[config.mk]
export PLATFORM = sky130hd
export DESIGN_NAME = gray_step_monitor
export DESIGN_NICKNAME = d
export VERILOG_FILES = /design/src/rtl/gray_mon_pkg.sv /design/src/rtl/gray_to_bin.sv /design/src/rtl/gray_step_monitor.sv
export SDC_FILE = /design/constraint.sdc
export NUM_CORES = 1
export LEC_CHECK = 0
export BUFFER_PORTS_ARGS = -buffer_cell sky130_fd_sc_hd__buf_2
export CORE_MARGIN = 2
export CORE_UTILIZATION = 25
export CTS_BUF_LIST = sky130_fd_sc_hd__clkbuf_16
export CTS_CLUSTER_DIAMETER = 30
export DETAILED_ROUTE_END_ITERATION = 10
export GPL_TIMING_DRIVEN = 0
export SLEW_MARGIN = 5
export SYNTH_ARGS = -nofsm -noshare
export SYNTH_HDL_FRONTEND = slang
export SYNTH_HIERARCHICAL = 1
export SYNTH_SLANG_ARGS = --single-unit
[constraint.sdc]
create_clock -name Clk -period 6.9 [get_ports Clk]
set_clock_uncertainty 0.1 [all_clocks]
set_input_delay 1.035 -clock Clk [delete_from_list [all_inputs] [get_ports Clk]]
set_output_delay 1.035 -clock Clk [all_outputs]
set_load 0.05 [all_outputs]
[src/rtl/gray_mon_pkg.sv]
// Shared definitions for the Gray-code step monitor.
//   state_t   : monitor state (IDLE = no previous sample, TRACK = checking,
//               ERROR = sticky fault, left only through Reset)
//   ERR_*     : values reported on Err_Code for the first detected fault
package gray_mon_pkg;

    typedef enum logic [1:0] {
        IDLE  = 2'd0,
        TRACK = 2'd1,
        ERROR = 2'd2
    } state_t;

    localparam logic [1:0] ERR_NONE  = 2'd0;
    localparam logic [1:0] ERR_MULTI = 2'd1;
    localparam logic [1:0] ERR_BACK  = 2'd2;
    localparam logic [1:0] ERR_OVF   = 2'd3;

endpackage

[src/rtl/gray_to_bin.sv]
// Combinational Gray-to-binary decoder.
//   gray : Gray-coded input, WIDTH bits
//   bin  : binary equivalent, WIDTH bits
// Each binary bit is the XOR of all Gray bits at or above its position,
// which is the closed form of bin[i] = bin[i+1] ^ gray[i].
module gray_to_bin #(
    parameter int WIDTH = 3
) (
    input  logic [WIDTH-1:0] gray,
    output logic [WIDTH-1:0] bin
);

    generate
        for (genvar gi = 0; gi < WIDTH; gi++) begin : g_bit
            assign bin[gi] = ^gray[WIDTH-1:gi];
        end
    endgenerate

endmodule

[src/rtl/gray_step_monitor.sv]
// Monitor for an upstream Gray-code counter.
//   Clk         : clock, rising edge
//   Reset       : synchronous active-high reset (shared with the counter)
//   Gray_In     : Gray code from the counter
//   Overflow_In : counter overflow flag, rises with the first wrap to 0
//   Bin_Out     : registered binary decode of Gray_In (1-cycle latency)
//   Step_Valid  : one-cycle pulse after a legal +1 step (including wraps)
//   Wrap_Pulse  : one-cycle pulse after a legal max->0 step
//   Wrap_Count  : saturating count of legal wraps
//   Err         : sticky error flag
//   Err_Code    : cause of the first error (see gray_mon_pkg ERR_*)
module gray_step_monitor
    import gray_mon_pkg::*;
#(
    parameter int WIDTH  = 3,
    parameter int WRAP_W = 8
) (
    input  logic              Clk,
    input  logic              Reset,
    input  logic [WIDTH-1:0]  Gray_In,
    input  logic              Overflow_In,
    output logic [WIDTH-1:0]  Bin_Out,
    output logic              Step_Valid,
    output logic              Wrap_Pulse,
    output logic [WRAP_W-1:0] Wrap_Count,
    output logic              Err,
    output logic [1:0]        Err_Code
);

    localparam logic [WIDTH-1:0]  BIN_MAX  = {WIDTH{1'b1}};
    localparam logic [WRAP_W-1:0] WRAP_MAX = {WRAP_W{1'b1}};

    state_t             state_reg, state_next;
    logic [WIDTH-1:0]   prev_reg;
    logic               ovf_prev_reg;
    logic [WIDTH-1:0]   bin_reg;
    logic               step_reg, step_next;
    logic               wrap_reg, wrap_next;
    logic [WRAP_W-1:0]  wrap_cnt_reg, wrap_cnt_next;
    logic               err_reg, err_next;
    logic [1:0]         err_code_reg, err_code_next;

    logic [WIDTH-1:0]   bin_cur, bin_prev;
    logic [WIDTH-1:0]   diff;
    logic               one_bit, multi_bit;
    logic               is_wrap, is_inc, ovf_rise;
    logic               err_any;
    logic [1:0]         err_cause;

    gray_to_bin #(.WIDTH(WIDTH)) u_dec_cur  (.gray(Gray_In),  .bin(bin_cur));
    gray_to_bin #(.WIDTH(WIDTH)) u_dec_prev (.gray(prev_reg), .bin(bin_prev));

    // Transition classification against the previous sample.
    always_comb begin
        diff      = Gray_In ^ prev_reg;
        one_bit   = (diff != '0) && ((diff & (diff - WIDTH'(1))) == '0);
        multi_bit = (diff != '0) && !one_bit;
        is_wrap   = one_bit && (bin_prev == BIN_MAX) && (bin_cur == '0);
        is_inc    = one_bit && (bin_prev != BIN_MAX) && (bin_cur == bin_prev + WIDTH'(1));
        ovf_rise  = Overflow_In && !ovf_prev_reg;

        // Priority multi-bit > overflow > backward. A single-bit Gray change
        // that is not a forward step (a true -1, or a larger jump the Gray
        // code permits) is reported as a backward step.
        err_any   = 1'b1;
        err_cause = ERR_NONE;
        if (multi_bit) begin
            err_cause = ERR_MULTI;
        end else if ((is_wrap && !Overflow_In) || (ovf_rise && !is_wrap)) begin
            err_cause = ERR_OVF;
        end else if (one_bit && !is_wrap && !is_inc) begin
            err_cause = ERR_BACK;
        end else begin
            err_any = 1'b0;
        end
    end

    // State register.
    always_ff @(posedge Clk) begin
        if (Reset) begin
            state_reg <= IDLE;
        end else begin
            state_reg <= state_next;
        end
    end

    // Next-state logic.
    always_comb begin
        state_next = state_reg;
        case (state_reg)
            IDLE:    state_next = TRACK;
            TRACK:   if (err_any) state_next = ERROR;
            ERROR:   state_next = ERROR;
            default: state_next = IDLE;
        endcase
    end

    // Output logic: values loaded into the output registers at the next edge.
    always_comb begin
        step_next     = 1'b0;
        wrap_next     = 1'b0;
        wrap_cnt_next = wrap_cnt_reg;
        err_next      = err_reg;
        err_code_next = err_code_reg;
        if (state_reg == TRACK) begin
            if (err_any) begin
                err_next      = 1'b1;
                err_code_next = err_cause;
            end else if (is_inc) begin
                step_next = 1'b1;
            end else if (is_wrap) begin
                step_next = 1'b1;
                wrap_next = 1'b1;
                if (wrap_cnt_reg != WRAP_MAX) begin
                    wrap_cnt_next = wrap_cnt_reg + WRAP_W'(1);
                end
            end
        end
    end

    // Datapath and output registers. prev/ovf history is captured every
    // cycle so IDLE naturally seeds TRACK with the first sample.
    always_ff @(posedge Clk) begin
        if (Reset) begin
            prev_reg     <= '0;
            ovf_prev_reg <= 1'b0;
            bin_reg      <= '0;
            step_reg     <= 1'b0;
            wrap_reg     <= 1'b0;
            wrap_cnt_reg <= '0;
            err_reg      <= 1'b0;
            err_code_reg <= ERR_NONE;
        end else begin
            prev_reg     <= Gray_In;
            ovf_prev_reg <= Overflow_In;
            bin_reg      <= bin_cur;
            step_reg     <= step_next;
            wrap_reg     <= wrap_next;
            wrap_cnt_reg <= wrap_cnt_next;
            err_reg      <= err_next;
            err_code_reg <= err_code_next;
        end
    end

    assign Bin_Out    = bin_reg;
    assign Step_Valid = step_reg;
    assign Wrap_Pulse = wrap_reg;
    assign Wrap_Count = wrap_cnt_reg;
    assign Err        = err_reg;
    assign Err_Code   = err_code_reg;

endmodule

==> impl_metrics.csv <==
group,metric,value,unit
pwr,power_density,275.5,nW/um^2
cts,clk_path_buf_depth,2,
logic_synthesis,synth-compound-area-share,0.1267,
worst_setup_path,critPathArrivalTime,3.61,ns
timing,worst_slew_pin_slew,0.5904,ns
route,drc,0,
route,routed_wire_length_per_instance,11.36,um
cts,cts_setup_buffers,0,
route,firstDrtPassIters,4,
timing,drv_slew,0,
logic_synthesis,synth_async_sr_flop_share,0,
pwr,p_leak,0.6011,nW
worst_setup_path,critPathTopFamily,"simple AND/OR/NAND/NOR gates",
place,gp_congestion,0.7209,
layout,largest_reg_flops,8,
worst_setup_path,path_class,"in -> reg",
timing,hold_viol,0,
cts,ctsResizeCount,0,
layout,diodes,0,
logic_synthesis,synth_nets,135,
worst_setup_path,critPathSlowestCell,"or4b_4",
route,wl_met3,120,um
floorplan,die_w,73.71,um
worst_setup_path,cp_max_fo,8,
timing,slew_headroom,0.6028,
route,ant_nets,0,
floorplan,pin_count,22,
route,route.met2.wl,1005,um
logic_synthesis,synthXorXnorAreaFrac,0.1545,
logic_synthesis,ys_seq_area_frac,0.3625,
logic_synthesis,synth-main-ff-cell,"dfxtp_1",
worst_setup_path,crit_buf_inv,1,
worst_setup_path,cp_slowest_stage_delay,0.58,ns
route,highest_layer,"met4",
floorplan,initial_utilization,0.2589,
floorplan,die_y,73.71,um
run_status,status,"completed",
grt,grt_remaining_overflow,0,
layout,nets,161,
grt,grt_usage,0.09400,
place,place_inst,199,
logic_synthesis,synth_warnings,6,
worst_setup_path,required,6.95,ns
cts,cts_tree,"done",
cts,hold_buffers,0,
logic_synthesis,ys_types,37,
layout,most-common-layout-cells,"dfxtp_1, buf_2, xnor2_1, nor2b_1, xor2_1",
route,drt-initial-drc-count,37,
job,drv_cap,0,
cts,ctsHtreeMaxLevel,1,
logic_synthesis,ys_seq_elements,22,
route,route.vias.total,941,
pwr,vdd_drop_max,0.08886,mV
place,placed_area,1388,sq um
logic_synthesis,synth_top_family_by_area,"simple AND/OR/NAND/NOR gates",
worst_setup_path,start_kind,"primary input",
grt,grt_pass1_wl,3912,um
timing,fin_crit,3.560,ns
grt,grt_pass1_vias,891,
logic_synthesis,syn_inst,124,
worst_setup_path,crit_path_cell_trace,"buf_2, xor3_1, or4b_4, a31o_4, a2111o_4, nor2_2, nand2_1, mux2_1",
timing,setup_viol,0,
cts,cts.sinks,22,
route,drt_wl_total,2307,um
timing,min_period_over_period,0.5160,
layout,drive_above_1_share,0.2416,
worst_hold_path,hold_class,"reg -> reg",
layout,area_growth_syn_to_layout,22.86,%
timing,rsz0062_at_grt,"no",
logic_synthesis,syn-cell-area,1215,sq um
grt,grt_max_degree,14,
floorplan,placementRows,25,
layout,final_cells,203,
cts,cts_buffers,3,
place,dp_hpwl,1750,um
logic_synthesis,synth_mux_area_frac,0.03399,
logic_synthesis,yosys.area_share.adder,0.05973,
cts,path_clk_slew,0.06,ns
timing,fmax,0.2809,GHz
grt,antenna_found_initial,0,
timing,finalSetupTns,0,ns
logic_synthesis,synth-edff-count,0,
logic_synthesis,avgSynthCellArea,9.798,sq um
cts,clk_latency,0.26,ns
route,viasPerCell,4.635,
cts,cts_root_buf,"clkbuf_16",
route,met1_length,1143,um
worst_setup_path,cp-end-kind,"register",
logic_synthesis,synthSimpleGateAreaFrac,0.2245,
floorplan,dieArea,5433,sq um
floorplan,core_region_area,4692,sq um
place,port_buffers,21,
layout,design_area,1493,sq um
[kinds of logic after synthesis]
kind of cell | Yosys count
AOI/OAI and AO/OA | 19
DFF | 22
buffers and inverters | 10
xor gates and xnor gates | 18
adders and majority gates | 6
muxes | 4
and+or+nand+nor | 45
[area by class of cell]
cell class / instances / area [sq um]
fill: 497 / 3199
timing repair buffer: 21 / 105.1
sequential: 22 / 440.4
multi-input combinational: 92 / 728.2
clock buffer: 3 / 75.07
inverter: 5 / 18.77
tap: 54 / 67.56
clock inverter: 1 / 30.03
buffer: 5 / 27.53
[worst min-delay path: stages (launching register included)]
cell and delay, ns:
dfxtp_1 0.32, inv_1 0.05, a21oi_1 0.05
[final timing paths]
| path | from | end | slack (ns) | depth (start not counted) |
|---|---|---|---|---|
| max | Gray_In[1] | Wrap_Count[0] | 3.34 | 8 |
| min | Err | Err | 0.37 | 2 |
| max reg2reg | prev_reg[1] | Wrap_Count[0] | 3.71 | 9 |
| min reg2reg | Err | Err | 0.37 | 2 |
[report_power, final]
part           switching, mW  total (mW)  internal [mW]
sequential           0.00713       0.147          0.140
combinational         0.0644       0.101         0.0361
clock                 0.0486       0.164          0.115
total                  0.120       0.411          0.291
[through the flow]
step / hold WS (ns) / power, mW / setup WS (ns) / util
floorplan: 0.3513 / 0.2294 / 3.389 / -
finish: 0.3682 / 0.4112 / 3.340 / 0.3181
CTS: 0.3677 / 0.4165 / 3.323 / 0.3181
global route: 0.3966 / 0.4342 / 3.172 / 0.3181
global placement: 0.3470 / 0.2498 / 3.066 / 0.2957
detailed placement: 0.3577 / 0.2516 / 3.051 / 0.2957
[per-layer routing]
metal / vias to the layer above / track usage
met5: - / 0
met2: 16 / 0.1458
met1: 431 / 0.1182
met3: 4 / 0.03018
li1: 490 / -
met4: 0 / 0.04242
[synthesized netlist by cell type, drive strengths merged, types with 2 or more instances]
library cell / n / area (sq um)
nor2: 7 / 28.78
o21ai: 4 / 20.02
buf: 3 / 20.01
nor3: 5 / 25.02
dfxtp: 22 / 440.4
nor4: 5 / 50.05
a21oi: 4 / 20.02
xnor2: 9 / 78.83
xor2: 7 / 61.31
inv: 5 / 18.77
and3: 2 / 12.51
xor3: 2 / 47.55
nand3: 3 / 15.01
clkbuf: 2 / 7.510
nand2: 5 / 18.77
a311oi: 2 / 17.52
ha: 5 / 62.56
nand2b: 6 / 37.54
nor2b: 9 / 56.30
mux2i: 3 / 30.03
No activity file was read; power rests on OpenSTA's default activity.
